### src/rtl/rtc_pkg.sv
// Shared constants and calendar helpers for the RTC calendar counter.
// Year arguments are taken as 32-bit values so the helpers serve any YEAR_W up to 32.
package rtc_pkg;

  localparam int unsigned SEC_MAX   = 59;
  localparam int unsigned MIN_MAX   = 59;
  localparam int unsigned HOUR_MAX  = 23;
  localparam int unsigned DOW_MAX   = 7;
  localparam int unsigned MONTH_MAX = 12;

  localparam int unsigned MODE_12H_BIT = 0;
  localparam int unsigned MODE_PM_BIT  = 1;

  // 12 h representation of an hour: 1..12 plus PM flag
  typedef struct packed {
    logic       pm;
    logic [5:0] hour;
  } hour12_t;

  function automatic logic is_leap(input logic [31:0] year);
    return ((year % 32'd4 == 32'd0) && (year % 32'd100 != 32'd0)) || (year % 32'd400 == 32'd0);
  endfunction

  // Out-of-range months fall through to 31; callers clamp the month first
  function automatic logic [4:0] days_in_month(input logic [3:0] month, input logic [31:0] year);
    logic [4:0] days;
    case (month)
      4'd4, 4'd6, 4'd9, 4'd11: days = 5'd30;
      4'd2:                    days = is_leap(year) ? 5'd29 : 5'd28;
      default:                 days = 5'd31;
    endcase
    return days;
  endfunction

  // Expects hour12 already clamped to 1..12
  function automatic logic [5:0] hour_12_to_24(input logic [5:0] hour12, input logic pm);
    if (hour12 == 6'd12) begin
      return pm ? 6'd12 : 6'd0;
    end
    return pm ? hour12 + 6'd12 : hour12;
  endfunction

  function automatic hour12_t hour_24_to_12(input logic [5:0] hour24);
    hour12_t res;
    res.pm = (hour24 >= 6'd12);
    if (hour24 == 6'd0) begin
      res.hour = 6'd12;
    end else if (hour24 > 6'd12) begin
      res.hour = hour24 - 6'd12;
    end else begin
      res.hour = hour24;
    end
    return res;
  endfunction

endpackage

### src/rtl/rtc_prescaler.sv
// Seconds prescaler: counts 0..TICK_DIV-1 and flags the wrap cycle.
// tick_o is combinational and marks the cycle in which the count wraps.
module rtc_prescaler #(
  parameter int unsigned TICK_DIV = 32768
) (
  input  logic clk_i,
  input  logic rstn_i,
  input  logic enable_i,
  input  logic clear_i,
  output logic tick_o
);

  localparam int unsigned CntW = (TICK_DIV > 1) ? $clog2(TICK_DIV) : 1;
  localparam logic [CntW-1:0] CntLast = CntW'(TICK_DIV - 1);

  logic [CntW-1:0] cnt_q, cnt_d;

  // Next count: clear wins, disabled holds the partial second
  always_comb begin
    cnt_d  = cnt_q;
    tick_o = 1'b0;
    if (clear_i) begin
      cnt_d = '0;
    end else if (enable_i) begin
      if (cnt_q == CntLast) begin
        cnt_d  = '0;
        tick_o = 1'b1;
      end else begin
        cnt_d = cnt_q + CntW'(1);
      end
    end
  end

  // Count register
  always_ff @(posedge clk_i or negedge rstn_i) begin
    if (!rstn_i) begin
      cnt_q <= '0;
    end else begin
      cnt_q <= cnt_d;
    end
  end

endmodule

### src/rtl/rtc_calendar_counter.sv
// RTC time/calendar counter with internal prescaler, Gregorian calendar, preset load
// and 12/24 h display. Time is kept internally in 24 h form; outputs are registered.
// Optional alarm comparator enabled by defining RTC_ALARM_EN.
module rtc_calendar_counter
  import rtc_pkg::*;
#(
  parameter int unsigned TICK_DIV   = 32768,
  parameter int unsigned YEAR_W     = 12,
  parameter int unsigned RESET_YEAR = 2000
) (
  input  logic              clk_i,
  input  logic              rstn_i,
  input  logic              enable_i,
  input  logic              mode_i,
  input  logic              en_preset_i,
  input  logic [5:0]        init_sec_i,
  input  logic [5:0]        init_min_i,
  input  logic [5:0]        init_hour_i,
  input  logic [1:0]        init_mode_i,
  input  logic [2:0]        init_day_of_week_i,
  input  logic [4:0]        init_day_of_month_i,
  input  logic [3:0]        init_month_i,
  input  logic [YEAR_W-1:0] init_year_i,
  output logic [5:0]        cur_sec_o,
  output logic [5:0]        cur_min_o,
  output logic [5:0]        cur_hour_o,
  output logic [1:0]        cur_mode_o,
  output logic [2:0]        cur_day_of_week_o,
  output logic [4:0]        cur_day_of_month_o,
  output logic [3:0]        cur_month_o,
  output logic [YEAR_W-1:0] cur_year_o,
  output logic              tick_o
`ifdef RTC_ALARM_EN
  ,
  input  logic              alarm_set_i,
  input  logic [5:0]        alarm_sec_i,
  input  logic [5:0]        alarm_min_i,
  input  logic [5:0]        alarm_hour_i,
  input  logic              alarm_en_i,
  output logic              alarm_o
`endif
);

  logic tick;

  rtc_prescaler #(
    .TICK_DIV(TICK_DIV)
  ) u_prescaler (
    .clk_i   (clk_i),
    .rstn_i  (rstn_i),
    .enable_i(enable_i),
    .clear_i (en_preset_i),
    .tick_o  (tick)
  );

  logic [5:0]        sec_q, sec_d, min_q, min_d, hour_q, hour_d;
  logic [2:0]        dow_q, dow_d;
  logic [4:0]        dom_q, dom_d;
  logic [3:0]        month_q, month_d;
  logic [YEAR_W-1:0] year_q, year_d;

  logic [5:0] p_sec, p_min, p_hour, p_hour12;
  logic [2:0] p_dow;
  logic [4:0] p_dom, p_dom_max, cur_dim;
  logic [3:0] p_month;

  // Sanitise preset fields: clamp to legal ranges and fold 12 h input into 24 h form
  always_comb begin
    p_sec    = (init_sec_i > 6'(SEC_MAX)) ? 6'(SEC_MAX) : init_sec_i;
    p_min    = (init_min_i > 6'(MIN_MAX)) ? 6'(MIN_MAX) : init_min_i;
    p_hour12 = ((init_hour_i == 6'd0) || (init_hour_i > 6'd12)) ? 6'd12 : init_hour_i;
    if (init_mode_i[MODE_12H_BIT]) begin
      p_hour = hour_12_to_24(p_hour12, init_mode_i[MODE_PM_BIT]);
    end else begin
      p_hour = (init_hour_i > 6'(HOUR_MAX)) ? 6'(HOUR_MAX) : init_hour_i;
    end
    if (init_month_i == 4'd0) begin
      p_month = 4'd1;
    end else if (init_month_i > 4'(MONTH_MAX)) begin
      p_month = 4'(MONTH_MAX);
    end else begin
      p_month = init_month_i;
    end
    p_dow     = (init_day_of_week_i == 3'd0) ? 3'd1 : init_day_of_week_i;
    // Day clamp uses the already-clamped month
    p_dom_max = days_in_month(p_month, 32'(init_year_i));
    if (init_day_of_month_i == 5'd0) begin
      p_dom = 5'd1;
    end else if (init_day_of_month_i > p_dom_max) begin
      p_dom = p_dom_max;
    end else begin
      p_dom = init_day_of_month_i;
    end
  end

  // Next time/date: preset load, else one-second cascade on tick
  always_comb begin
    sec_d   = sec_q;
    min_d   = min_q;
    hour_d  = hour_q;
    dow_d   = dow_q;
    dom_d   = dom_q;
    month_d = month_q;
    year_d  = year_q;
    cur_dim = days_in_month(month_q, 32'(year_q));
    if (en_preset_i) begin
      sec_d   = p_sec;
      min_d   = p_min;
      hour_d  = p_hour;
      dow_d   = p_dow;
      dom_d   = p_dom;
      month_d = p_month;
      year_d  = init_year_i;
    end else if (tick) begin
      if (sec_q == 6'(SEC_MAX)) begin
        sec_d = 6'd0;
        if (min_q == 6'(MIN_MAX)) begin
          min_d = 6'd0;
          if (hour_q == 6'(HOUR_MAX)) begin
            hour_d = 6'd0;
            dow_d  = (dow_q == 3'(DOW_MAX)) ? 3'd1 : dow_q + 3'd1;
            if (dom_q == cur_dim) begin
              dom_d = 5'd1;
              if (month_q == 4'(MONTH_MAX)) begin
                month_d = 4'd1;
                year_d  = year_q + YEAR_W'(1);
              end else begin
                month_d = month_q + 4'd1;
              end
            end else begin
              dom_d = dom_q + 5'd1;
            end
          end else begin
            hour_d = hour_q + 6'd1;
          end
        end else begin
          min_d = min_q + 6'd1;
        end
      end else begin
        sec_d = sec_q + 6'd1;
      end
    end
  end

  // Internal time/date state
  always_ff @(posedge clk_i or negedge rstn_i) begin
    if (!rstn_i) begin
      sec_q   <= 6'd0;
      min_q   <= 6'd0;
      hour_q  <= 6'd0;
      dow_q   <= 3'd1;
      dom_q   <= 5'd1;
      month_q <= 4'd1;
      year_q  <= YEAR_W'(RESET_YEAR);
    end else begin
      sec_q   <= sec_d;
      min_q   <= min_d;
      hour_q  <= hour_d;
      dow_q   <= dow_d;
      dom_q   <= dom_d;
      month_q <= month_d;
      year_q  <= year_d;
    end
  end

  hour12_t    disp;
  logic [5:0] cur_hour_d;
  logic [1:0] cur_mode_d;

  // Display conversion; mode_i only affects the view, never the stored time
  always_comb begin
    disp       = hour_24_to_12(hour_q);
    cur_hour_d = mode_i ? disp.hour : hour_q;
    cur_mode_d = 2'b00;
    cur_mode_d[MODE_12H_BIT] = mode_i;
    cur_mode_d[MODE_PM_BIT]  = mode_i & disp.pm;
  end

  logic [5:0]        cur_sec_q, cur_min_q, cur_hour_q;
  logic [1:0]        cur_mode_q;
  logic [2:0]        cur_dow_q;
  logic [4:0]        cur_dom_q;
  logic [3:0]        cur_month_q;
  logic [YEAR_W-1:0] cur_year_q;
  logic              tick_q;

  // Output registers: one cycle behind the internal state
  always_ff @(posedge clk_i or negedge rstn_i) begin
    if (!rstn_i) begin
      cur_sec_q   <= 6'd0;
      cur_min_q   <= 6'd0;
      cur_hour_q  <= 6'd0;
      cur_mode_q  <= 2'b00;
      cur_dow_q   <= 3'd1;
      cur_dom_q   <= 5'd1;
      cur_month_q <= 4'd1;
      cur_year_q  <= YEAR_W'(RESET_YEAR);
      tick_q      <= 1'b0;
    end else begin
      cur_sec_q   <= sec_q;
      cur_min_q   <= min_q;
      cur_hour_q  <= cur_hour_d;
      cur_mode_q  <= cur_mode_d;
      cur_dow_q   <= dow_q;
      cur_dom_q   <= dom_q;
      cur_month_q <= month_q;
      cur_year_q  <= year_q;
      tick_q      <= tick;
    end
  end

  assign cur_sec_o          = cur_sec_q;
  assign cur_min_o          = cur_min_q;
  assign cur_hour_o         = cur_hour_q;
  assign cur_mode_o         = cur_mode_q;
  assign cur_day_of_week_o  = cur_dow_q;
  assign cur_day_of_month_o = cur_dom_q;
  assign cur_month_o        = cur_month_q;
  assign cur_year_o         = cur_year_q;
  assign tick_o             = tick_q;

`ifdef RTC_ALARM_EN
  logic [5:0] alarm_sec_q, alarm_sec_d, alarm_min_q, alarm_min_d, alarm_hour_q, alarm_hour_d;
  logic       alarm_q, alarm_d;

  // Alarm latch and match against the post-increment time; preset never ticks, so never fires
  always_comb begin
    alarm_sec_d  = alarm_sec_q;
    alarm_min_d  = alarm_min_q;
    alarm_hour_d = alarm_hour_q;
    if (alarm_set_i) begin
      alarm_sec_d  = alarm_sec_i;
      alarm_min_d  = alarm_min_i;
      alarm_hour_d = alarm_hour_i;
    end
    alarm_d = tick && alarm_en_i && (sec_d == alarm_sec_q) && (min_d == alarm_min_q) &&
              (hour_d == alarm_hour_q);
  end

  // Alarm registers; the pulse register is aligned with tick_q
  always_ff @(posedge clk_i or negedge rstn_i) begin
    if (!rstn_i) begin
      alarm_sec_q  <= 6'd0;
      alarm_min_q  <= 6'd0;
      alarm_hour_q <= 6'd0;
      alarm_q      <= 1'b0;
    end else begin
      alarm_sec_q  <= alarm_sec_d;
      alarm_min_q  <= alarm_min_d;
      alarm_hour_q <= alarm_hour_d;
      alarm_q      <= alarm_d;
    end
  end

  assign alarm_o = alarm_q;
`endif

endmodule

### config.mk
export PLATFORM = sky130hd
export DESIGN_NAME = rtc_calendar_counter
export DESIGN_NICKNAME = d
export VERILOG_FILES = /design/src/rtl/rtc_pkg.sv /design/src/rtl/rtc_prescaler.sv /design/src/rtl/rtc_calendar_counter.sv
export SDC_FILE = /design/constraint.sdc
export NUM_CORES = 1
export LEC_CHECK = 0
export ABC_AREA = 1
export BUFFER_PORTS_ARGS = -buffer_cell sky130_fd_sc_hd__buf_2
export CAP_MARGIN = 20
export CORE_ASPECT_RATIO = 1.5
export CORE_MARGIN = 5
export CORE_UTILIZATION = 45
export DETAILED_ROUTE_END_ITERATION = 7
export SKIP_CTS_REPAIR_TIMING = 1
export SLEW_MARGIN = 0
export SYNTH_ARGS = -nofsm -noshare
export SYNTH_HDL_FRONTEND = slang
export SYNTH_HIERARCHICAL = 1
export SYNTH_SLANG_ARGS = --single-unit
### constraint.sdc
create_clock -name clk_i -period 13.8 [get_ports clk_i]
set_input_delay 4.14 -clock clk_i [delete_from_list [all_inputs] [get_ports clk_i]]
set_output_delay 4.14 -clock clk_i [all_outputs]
set_load 0.05 [all_outputs]
* Yosys cells after proc, flatten, opt, wreduce, memory -nomap -nowiden *
Index checks and enable logic that the tools add are counted.

cells by class
  add/subtract/negate cells = 10
  divide/modulo/power cells = 4
  magnitude comparators = 8
  eq/ne operators = 18
  multiplexer cells = 67
  bitwise logic cells = 1
  reductions and logical operators = 30

operator list
  operator                                                               count
  6-bit two-way mux                                                      23
  32-bit zero test                                                       4
  12-bit two-way mux                                                     7
  12-bit by 7-bit modulo with 32-bit output, second input constant       2
  12-bit by 9-bit modulo with 32-bit output, second input constant       2
  32-bit nonzero test                                                    2
  15-bit two-way mux                                                     3
  4-bit two-way mux                                                      10
  5-bit two-way mux                                                      8
  3-bit two-way mux                                                      7
  4-bit equality test, second input constant                             5
  6-bit by 1-bit adder with 6-bit output, second input constant          3
  4-bit by 3-bit equality test with 1-bit output, second input constant  4
  15-bit by 1-bit adder with 15-bit output, second input constant        1
  15-bit equality test, second input constant                            1
  2-bit nonzero test                                                     7
  12-bit by 1-bit adder with 12-bit output, second input constant        1
  6-bit equality test, second input constant                             2
  6-bit by 4-bit > comparator with 1-bit output, second input constant   2
  6-bit > comparator, second input constant                              2
  6-bit zero test                                                        2
  4-bit by 2-bit equality test with 1-bit output, second input constant  2
  2-bit one-hot mux with 2 select lines                                  2
  4-bit OR reduction                                                     2
  25 further kinds                                                       34

storage, ports and cells
  flip-flop bits (word level) = 102
  bits of input ports = 49
  output and inout port bits = 45
  logic and storage cells = 155

* Logic depth before layout (Yosys ltp) *
Gate-level depths: netlist (run 1).

  depth in word-level cells = 13
  mapped depth = 47
  depth with buffers taken out = 47

* Hierarchy *
The synthesis (run 1) kept the hierarchy.

by module, submodules not included
  module                times used  cells each  area each (um^2)  sequential area each (um^2)
  rtc_calendar_counter  1           877         6,314.8           2,199.6
  rtc_prescaler         1           131         933.4             375.4

* Worst setup path after synthesis (run 1) *
No wires, ideal clock.

  path type = input port to flip-flop
  from = input port init_year_i[9]
  to = register dom_q[1]
  setup time = 0.065 ns
  arrival time = 8.562 ns
  required time = 13.735 ns
  path slack = 5.173 ns
  cell stages on the path = 37
  buffers on the path = 0
  cell sequence = nor2_1 > a21oi_1 > ha_1 > o21ai_0 > nand3_2 > o21ai_0 > inv_1 > nand3_1 > nand3_2 > inv_2 > nand2_1 > nand2_2 > nand3_1 > nand2_1 > nand3_2 > nand2_1 > nand4_1 > nand2_2 > nand3_2 > nand2_1 > nand4_1 > nand2_1 > nand2_1 > o21ai_0 > nand3_1 > o21ai_1 > a21oi_1 > ha_1 > nand2_1 > inv_1 > nor4_1 > inv_1 > a21oi_1 > o21ai_0 > nand2_1 > nand2_1 > nand2_1

on the way
  word-level cells in the longest chain between the ends = 10
  elaborated cells on any way between the ends = 12
  classes of those cells = div: 2; order compare: 1; mux: 5; reduce/logical: 4

RTL lines
  item                                       line                         text
  start, declared                            rtc_calendar_counter.sv:23   input logic [YEAR_W-1:0] init_year_i,
  12-bit by 7-bit modulo with 32-bit output  rtc_pkg.sv:21                return ((year % 32'd4 == 32'd0) && (year % 32'd100 != 32'd0)) || (year % 32'd400 == 32'd0);
  32-bit nonzero test                        rtc_pkg.sv:21
  1-bit logical AND                          rtc_pkg.sv:21
  1-bit logical OR (*)                       rtc_pkg.sv:21
  1-bit two-way mux (*)                      rtc_pkg.sv:29                4'd2: days = is_leap(year) ? 5'd29 : 5'd28;
  2-bit one-hot mux with 2 select lines (*)  rtc_pkg.sv:27                case (month)
  5-bit > comparator (*)                     rtc_calendar_counter.sv:89   end else if (init_day_of_month_i > p_dom_max) begin
  5-bit two-way mux (*)                      rtc_calendar_counter.sv:89
  5-bit two-way mux (*)                      rtc_calendar_counter.sv:87   if (init_day_of_month_i == 5'd0) begin
  5-bit two-way mux (*)                      rtc_calendar_counter.sv:106  if (en_preset_i) begin
  end signal, assigned                       rtc_calendar_counter.sv:160  dom_q <= dom_d;
  end, declared                              rtc_calendar_counter.sv:58   logic [4:0] dom_q, dom_d;

Mark *: on every way between the ends. The rest lies on a longest branch, timed or not.
A chain may end at the register's enable or synchronous reset.

* Worst setup path in the final report (run 1) *
  from = input port init_year_i[8]
  to = register dom_q[1]

Same word-level chain as after synthesis.

==> impl_metrics.yaml, run 1 <==
run_status:
  outcome: "completed"
place:
  globalplace.congestion: 0.852
  place.detailed.instances: 1286
  io_buffer_count: 93
  dpl.hpwl_um: 14000
die:
  die-height_um: 165
  row_count: 56
  core_area_um2: 15800
  die_width_um: 114
  floorplan.initialDensity_pct: 46.0
  pin_count: 94
  die_area_um2: 18800
clocking:
  h-tree-depth: 3
  cts_sinks: 102
  clkSlewWorstSetupHoldPaths_ps: 70
  clk_latency_ps: 350
  cts_root_buffer: "sky130_fd_sc_hd__clkbuf_16"
  tritoncts: "built"
  clk_path_buf_depth: 2
  cts_made_buffers: 9
power_and_ir_drop:
  powerDensity_nw_per_um2: 205
  leakage_nw: 4.11
  max-vdd-ir-drop_mv: 0.104
  power.share.sequential_pct: 25.8
  p_int_w: 0.000838
  p_sw_w: 0.000844
  pwr-share-comb_pct: 58.2
  power.share.clock_pct: 16.0
  sw_frac_of_total_pct: 50.2
logic_synthesis:
  synth_cells: 1008
  synth_area_um2: 7250
  ys_ff_latch: 102
  synthArstFlopShare_pct: 100
  synth_fp_nets: 1080
  synth-edff-count: 0
  yosysUniqueCellTypes: 50
  dominantRegCellSynth: "sky130_fd_sc_hd__dfrtp_1"
  ys_seq_area_share_pct: 35.5
  yosys_warnings: 6
  synthesis.area_per_instance_um2: 7.19
sta:
  fmaxAchievable_mhz: 109
  grt_setup_unrepaired: "no"
  timing.final.hold_violations: 0
  max_slew_margin_pct: 46.6
  setup_viol: 0
  hold_ws_ps: 386
  fin_worst_skew_ps: 12.0
  transition_time_at_the_pin_with_the_least_slew_margin_ps: 801
  timing.final.max_slew_violations: 0
  part_of_the_cycle_the_worst_path_needs_pct: 66.4
  finalWorstPathRequiredPeriod_ps: 9160
  setup-tns-final_ps: 0
finish:
  fin_cells: 1302
  num-fill-cells: 1627
  nNetsFinal: 1166
  antennaDiodeCount: 0
  layout-area-overhead-vs-synth_pct: 13.2
  drive_gt1_share_pct: 18.3
drt:
  via_count: 6849
  wirelength_um: 18100
  post-route-drc-count: 0
  postRouteAntennaNets: 0
  drt_iter0_markers: 304
  drt-pass1-iter-count: 6
  drt-wirelength-per-cell_um: 13.9
  post_dr_vias_cell: 5.26
global_routing:
  global_route.usage.total_pct: 19.7
  number_of_antenna_violations_at_the_first_check_in_global_routing: 0
  grt_pass1_vias: 6641
  grt_start_max_net_pins: 64
  overflow: 0
  most_crowded_layer_after_global_routing: "met2"
  grt_use_met2_pct: 37.6
  grtUsageMet1_pct: 21.7
  groute.layer.met3.usage_pct: 2.33
  grt_pass1_wl_um: 30600
critical_path:
  critPathCapture: "dom_q[1]"
  worstSetupPathType: "in -> reg"
  timing.critical_path.mode_cell: "sky130_fd_sc_hd__nand2_1"
  worst-endpoint-arrival_ps: 9450
  critical_path.reg2reg.endpoint: "year_q[11]"
  worstSetupPathDepth: 39
  worst_r2r_path_depth: 40
  cp_startpoint: "init_year_i[8]"
  worst_setup_path_end_kind: "flip-flop"
  timing.critical_path.slowest_stage_cell: "sky130_fd_sc_hd__inv_1"
  startpoint_type: "input port"
  worst-path-buf-inv: 6
  reg2reg_slack_ps: 8360
  crit_required_ps: 14090
  top_delay_family_on_crit_path: "simple AND/OR/NAND/NOR gates"
  critical_path.max_stage_delay_ps: 390
  timing.critical_path.fanout_max: 16
  launching_point_of_the_worst_reg2reg_path: "year_q[10]"
flow_run:
  maximum_capacitance_violations: 0
hold_path:
  hold_class: "reg -> reg"
sequential cells by signal (all words and copies together), names as in the netlist:
signal              flops
cur_day_of_week_o       3
cur_hour_o              6
min_q                   6
month_q                 4
year_q                 12
tick_o                  1
hour_q                  6
sec_q                   6
dow_q                   3
cur_mode_o              2
dom_q                   5
cur_day_of_month_o      5
cur_sec_o               6
cur_min_o               6
u_prescaler/cnt_q      15
cur_month_o             4
cur_year_o             12
per-stage QoR:
step	worst slack [ps]	area (µm²)	utilization [%]	total power, W
after floorplan	5170	7250	-	0.00122
after global placement	4450	7880	50.0	0.00142
after detailed placement	4260	7880	50.0	0.00142
after CTS	4620	8200	52.0	0.00170
after global routing	3760	8200	52.0	0.00184
final	4640	8200	52.0	0.00168
power by group through the flow:
stage	Clock (W)	Sequential [W]	Combinational [W]
floorplan	0	0.000536	0.000688
global placement	0	0.000440	0.000975
detailed placement	0	0.000438	0.000983
CTS	0.000277	0.000434	0.000986
global route	0.000287	0.000443	0.00111
finish	0.000269	0.000434	0.000979
area by class of cell:
cell class,count,area [µm²],share of cell area (%)
inverters,120,450,5.49
clock buffers,11,253,3.08
clock inverters,5,66.3,0.808
repair buffers,97,498,6.07
flip-flops and latches,102,2570,31.4
multi-input cells,764,4110,50.1
well taps,203,254,3.10
placed cells by master, fill, tap and decap left out, types with 6 or more instances in the layout:
cell type	n
sky130_fd_sc_hd__dfrtp_1	84
sky130_fd_sc_hd__o21ai_1	7
sky130_fd_sc_hd__a22oi_1	10
sky130_fd_sc_hd__a31oi_1	15
sky130_fd_sc_hd__clkbuf_16	9
sky130_fd_sc_hd__nor2_2	6
sky130_fd_sc_hd__nand3_4	6
sky130_fd_sc_hd__nand2_2	20
sky130_fd_sc_hd__nand3_2	11
sky130_fd_sc_hd__nor3_1	11
sky130_fd_sc_hd__nand2_1	275
sky130_fd_sc_hd__nand4_1	50
sky130_fd_sc_hd__xor2_1	23
sky130_fd_sc_hd__nor2_1	94
sky130_fd_sc_hd__o21ai_0	51
sky130_fd_sc_hd__inv_1	110
sky130_fd_sc_hd__ha_1	23
sky130_fd_sc_hd__xnor2_1	9
sky130_fd_sc_hd__buf_2	92
sky130_fd_sc_hd__inv_2	10
sky130_fd_sc_hd__nand3_1	73
sky130_fd_sc_hd__a21oi_1	35
sky130_fd_sc_hd__dfstp_2	18
kinds of logic (layout without fill, tap and decap cells):
family / Yosys count / count (layout) / synth area share [%]
adder cells (fa/ha/maj): 23 / 23 / 3.97
XOR/XNOR: 32 / 32 / 3.87
buffers and inverters: 142 / 233 / 7.82
AO/OA/AOI/OAI: 141 / 141 / 11.5
AND/OR/NAND/NOR: 568 / 568 / 37.3
flip-flops: 102 / 102 / 35.5
cell usage after synthesis, types with 15 or more instances:
master	n	area, µm²
sky130_fd_sc_hd__nor2_1	94	353
sky130_fd_sc_hd__nand2_1	275	1030
sky130_fd_sc_hd__inv_1	110	413
sky130_fd_sc_hd__nand2_2	20	125
sky130_fd_sc_hd__o21ai_0	51	255
sky130_fd_sc_hd__dfrtp_1	84	2100
sky130_fd_sc_hd__a21oi_1	35	175
sky130_fd_sc_hd__xor2_1	23	201
sky130_fd_sc_hd__nand4_1	50	313
sky130_fd_sc_hd__dfstp_2	18	473
sky130_fd_sc_hd__nand3_1	73	365
sky130_fd_sc_hd__ha_1	23	288
sky130_fd_sc_hd__a31oi_1	15	93.8
worst min path at each step:
stage / start / to / slack, ps / depth (start not counted)
after floorplan: year_q[10] / cur_year_o[10] / 350 / 0
after global placement: dow_q[0] / cur_day_of_week_o[0] / 380 / 0
after detailed placement: dow_q[0] / cur_day_of_week_o[0] / 380 / 0
after CTS: dow_q[0] / cur_day_of_week_o[0] / 390 / 0
after global routing: year_q[6] / cur_year_o[6] / 400 / 0
final: dow_q[0] / cur_day_of_week_o[0] / 390 / 0
routing by layer:
| metal | routed length, µm | part of all wire, % | up-vias |
|---|---|---|---|
| li1 | - | - | 3513 |
| met1 | 7220 | 40 | 3154 |
| met2 | 9610 | 53 | 141 |
| met3 | 668 | 3.7 | 41 |
| met4 | 618 | 3.4 | 0 |
| met5 | 0 | 0 | - |
(Power assumes the default switching activity.)
==> run 2: changes to the inputs <==
==> constraint.sdc (replaced) <==
create_clock -name clk_i -period 9.2 [get_ports clk_i]
set_input_delay 2.76 -clock clk_i [delete_from_list [all_inputs] [get_ports clk_i]]
set_output_delay 2.76 -clock clk_i [all_outputs]
set_load 0.05 [all_outputs]
==> impl_metrics.yaml, run 2 (synthesized netlist as in run 1, its figures left out) <==
run_status:
  outcome: "completed"
critical_path:
  crit_required_ps: 9480
  timing.critical_path.slowest_stage_cell: "sky130_fd_sc_hd__inv_1"
  worst_r2r_path_depth: 35
  launching_point_of_the_worst_reg2reg_path: "year_q[10]"
  startpoint_type: "input port"
  worst_setup_path_end_kind: "flip-flop"
  reg2reg_slack_ps: 3790
  worstSetupPathType: "in -> reg"
  worst-endpoint-arrival_ps: 8070
  timing.critical_path.mode_cell: "sky130_fd_sc_hd__nand2_1"
  critical_path.max_stage_delay_ps: 380
  timing.critical_path.fanout_max: 16
  critical_path.reg2reg.endpoint: "year_q[1]"
global_routing:
  global_route.usage.total_pct: 19.8
  grt_pass1_vias: 6651
  grt_pass1_wl_um: 30600
  grt_start_max_net_pins: 64
  overflow: 0
  number_of_antenna_violations_at_the_first_check_in_global_routing: 0
drt:
  postRouteAntennaNets: 0
  post-route-drc-count: 0
  via_count: 6852
  wirelength_um: 18100
  drt-pass1-iter-count: 5
  drt_iter0_markers: 297
  post_dr_vias_cell: 5.26
  drt-wirelength-per-cell_um: 13.9
power_and_ir_drop:
  leakage_nw: 4.08
  max-vdd-ir-drop_mv: 0.149
  finalPower_w: 0.00247
  powerDensity_nw_per_um2: 303
finish:
  layout_commonest_cell: "sky130_fd_sc_hd__nand2_1"
  antennaDiodeCount: 0
  layout-area-overhead-vs-synth_pct: 12.5
  nNetsFinal: 1166
  multi_input_combinational_cell_area_um2: 4110
  num-fill-cells: 1643
  sequential_cell_area_um2: 2570
  drive_gt1_share_pct: 18.1
  utilization_pct: 51.7
  most_frequent_cells_in_the_layout: "sky130_fd_sc_hd__nand2_1 (275), sky130_fd_sc_hd__inv_1 (110), sky130_fd_sc_hd__nor2_1 (94), sky130_fd_sc_hd__buf_2 (92), sky130_fd_sc_hd__dfrtp_1 (84)"
  largest_register_ff_count: 15
  max_flop_register: "u_prescaler/cnt_q"
hold_path:
  hold_depth: 0
  hold_class: "reg -> reg"
  min-delay-start: "dow_q[0]"
  min_to: "cur_day_of_week_o[0]"
clocking:
  tritoncts: "built"
  clk_path_buf_depth: 2
  clkSlewWorstSetupHoldPaths_ps: 70
  cts_made_buffers: 9
  cts_sinks: 102
  h-tree-depth: 3
  cts_root_buffer: "sky130_fd_sc_hd__clkbuf_16"
  clk_latency_ps: 350
sta:
  setup-tns-final_ps: 0
  timing.final.hold_violations: 0
  part_of_the_cycle_the_worst_path_needs_pct: 84.7
  timing.final.max_slew_violations: 0
  max_slew_margin_pct: 45.5
  post-route-worst-setup-slack_ps: 1410
  fmaxAchievable_mhz: 128
  finalWorstPathRequiredPeriod_ps: 7790
  fin_worst_skew_ps: 11.0
  transition_time_at_the_pin_with_the_least_slew_margin_ps: 817
  grt_setup_unrepaired: "no"
  setup_viol: 0
die:
  row_count: 56
  die_area_um2: 18800
  pin_count: 94
  floorplan.initialDensity_pct: 46.0
  core_area_um2: 15800
  die-height_um: 165
  die_width_um: 114
place:
  pre_cts_slack_ps: 1040
  dpl.hpwl_um: 14100
  globalplace.congestion: 0.853
  io_buffer_count: 93
flow_run:
  maximum_capacitance_violations: 0
==> run 2: area by class of cell <==
cell class	instances	area share [%]
multi-input combinational	764	50.4
clock inverter	5	0.445
inverter	120	5.52
sequential	102	31.6
tap	203	3.12
clock buffer	11	2.85
timing repair buffer	97	6.11
==> run 2: per-stage QoR <==
stage / hold WS, ps / instances / area, µm²
final: 382 / 1302 / 8150
after global routing: 395 / 1302 / 8150
after CTS: 388 / 1302 / 8150
after detailed placement: 376 / 1286 / 7880
after global placement: 379 / 1286 / 7880
after floorplan: 352 / 1008 / 7250
==> run 2: worst max-delay path by stage <==
stage,from,endpoint
global placement,init_year_i[8],dom_q[1]
CTS,init_year_i[8],dom_q[1]
finish,init_year_i[8],dom_q[1]
detailed placement,init_year_i[8],dom_q[1]
floorplan,init_year_i[9],dom_q[1]
global route,init_year_i[8],dom_q[1]
==> run 2: routing by layer <==
metal	part of all wire (%)	track usage, %
met4	2.9	8.20
met1	40	21.9
met5	0	0
met3	3.4	2.19
met2	54	37.7
==> run 2: critical path: cells and delay by family <==
kind,cells,cell delay [ps]
AOI/OAI and AO/OA,6,910
adders and majority gates,2,440
buffers and inverters,6,880
and+or+nand+nor,25,3060
==> run 2: report_power, final <==
| group | internal [W] | switching, W | total, W |
|---|---|---|---|
| clock | 0.000184 | 0.000170 | 0.000354 |
| sequential | 0.000558 | 0.0000925 | 0.000651 |
| combinational | 0.000471 | 0.000998 | 0.00147 |
| total | 0.00121 | 0.00126 | 0.00247 |
==> run 3: changes to the inputs <==
==> constraint.sdc (replaced) <==
create_clock -name clk_i -period 7.5 [get_ports clk_i]
set_input_delay 2.25 -clock clk_i [delete_from_list [all_inputs] [get_ports clk_i]]
set_output_delay 2.25 -clock clk_i [all_outputs]
set_load 0.05 [all_outputs]
==> impl_metrics.yaml, run 3 (synthesized netlist as in run 1, its figures left out) <==
power_and_ir_drop:
  powerDensity_nw_per_um2: 377
  finalPower_w: 0.00311
  max-vdd-ir-drop_mv: 0.192
  leakage_nw: 4.13
die:
  row_count: 56
  die-height_um: 165
  core_area_um2: 15800
  die_width_um: 114
  die_area_um2: 18800
  floorplan.initialDensity_pct: 46.0
  pin_count: 94
global_routing:
  grt_use_met2_pct: 38.8
  grt_start_max_net_pins: 64
  global_route.usage.total_pct: 20.0
  overflow: 0
  grt_pass1_wl_um: 31000
  grt_pass1_vias: 6830
  grtUsageMet1_pct: 21.9
  most_crowded_layer_after_global_routing: "met2"
  groute.layer.met3.usage_pct: 2.62
  number_of_antenna_violations_at_the_first_check_in_global_routing: 0
clocking:
  cts_made_buffers: 9
  cts_sinks: 102
  tritoncts: "built"
  clk_path_buf_depth: 2
  clk_latency_ps: 350
  h-tree-depth: 3
  clkSlewWorstSetupHoldPaths_ps: 70
  cts_root_buffer: "sky130_fd_sc_hd__clkbuf_16"
critical_path:
  top_delay_family_on_crit_path: "simple AND/OR/NAND/NOR gates"
  timing.critical_path.slowest_stage_cell: "sky130_fd_sc_hd__ha_1"
  worstSetupPathDepth: 43
  timing.critical_path.mode_cell: "sky130_fd_sc_hd__nand2_1"
  worst_setup_path_end_kind: "flip-flop"
  worst-path-buf-inv: 5
  startpoint_type: "input port"
  crit_required_ps: 7790
  worst_r2r_path_depth: 38
  timing.critical_path.fanout_max: 6
  worstSetupPathType: "in -> reg"
  worst-endpoint-arrival_ps: 7100
  critical_path.max_stage_delay_ps: 280
finish:
  nNetsFinal: 1169
  largest_register_ff_count: 15
  layout-area-overhead-vs-synth_pct: 13.8
  utilization_pct: 52.3
  antennaDiodeCount: 0
  drive_gt1_share_pct: 19.1
  max_flop_register: "u_prescaler/cnt_q"
  layout_commonest_cell: "sky130_fd_sc_hd__nand2_1"
  most_frequent_cells_in_the_layout: "sky130_fd_sc_hd__nand2_1 (273), sky130_fd_sc_hd__inv_1 (110), sky130_fd_sc_hd__nor2_1 (92), sky130_fd_sc_hd__buf_2 (92), sky130_fd_sc_hd__dfrtp_1 (84)"
sta:
  finalWorstPathRequiredPeriod_ps: 6810
  max_slew_margin_pct: 48.1
  fmaxAchievable_mhz: 147
  setup_viol: 0
  fin_worst_skew_ps: 11.0
  timing.final.hold_violations: 0
  timing.final.max_slew_violations: 0
  transition_time_at_the_pin_with_the_least_slew_margin_ps: 779
  part_of_the_cycle_the_worst_path_needs_pct: 90.8
drt:
  drt-pass1-iter-count: 5
  via_count: 6811
  wirelength_um: 18200
  post-route-drc-count: 0
  post_dr_vias_cell: 5.22
  postRouteAntennaNets: 0
  drt-wirelength-per-cell_um: 13.9
  drt_iter0_markers: 277
hold_path:
  hold_class: "reg -> reg"
  hold_depth: 0
run_status:
  outcome: "completed"
place:
  io_buffer_count: 93
  globalplace.congestion: 0.886
  dpl.hpwl_um: 14200
flow_run:
  maximum_capacitance_violations: 0
==> run 3: changes by cell type in the layout (fill, tap and decap cells not counted), sizes merged <==
cell      change
inv           +1
clkinvlp      -3
bufinv        +2
buf           +3
==> run 3: worst register-to-register path, delay by kind of cell (launching register included) <==
family	cells	cell delay [ps]
simple gates	33	3900
compound gates	2	220
fa+ha+maj	1	150
buf+inv	2	490
flops	1	650
==> run 3: stage by stage <==
stage | TNS [ps] | hold slack, ps | instances | area, µm² | worst slack (ps)
finish | 0 | 389 | 1305 | 8250 | 692
global route | -11.8 | 393 | 1305 | 8250 | -11.8
CTS | 0 | 388 | 1304 | 8210 | 306
detailed placement | -46.4 | 376 | 1288 | 7900 | -46.4
global placement | 0 | 379 | 1288 | 7900 | 160
floorplan | 0 | 352 | 1008 | 7250 | 763
==> run 3: cell type report <==
| type | instances | area, µm² |
|---|---|---|
| flip-flops and latches | 102 | 2570 |
| clock buffers | 11 | 233 |
| inverters | 120 | 450 |
| well taps | 203 | 254 |
| multi-input cells | 764 | 4140 |
| fillers | 1627 | 7510 |
| clock inverters | 5 | 82.6 |
| repair buffers | 100 | 520 |
==> run 3: where the power goes <==
part,leakage (nW),switching (W),internal [W]
sequential,1.23,0.000114,0.000685
combinational,2.75,0.00123,0.000582
clock,0.155,0.000209,0.000295
total,4.13,0.00155,0.00156
==> run 3: path summary, 6_finish.rpt <==
check / startpoint / end / slack (ps)
max: init_year_i[8] / dom_q[1] / 690
min: year_q[6] / cur_year_o[6] / 390
max reg2reg: year_q[10] / year_q[3] / 1980
min reg2reg: year_q[6] / cur_year_o[6] / 390
max in group asynchronous: rstn_i / u_prescaler/cnt_q[3] / 4450
min in group asynchronous: rstn_i / cur_hour_o[3] / 1860
==> run 3: per-layer routing <==
| layer | share of wire (%) | vias to the layer above |
|---|---|---|
| met2 | 55 | 112 |
| li1 | - | 3514 |
| met5 | 0 | - |
| met1 | 39 | 3159 |
| met4 | 2.4 | 0 |
| met3 | 3.8 | 26 |
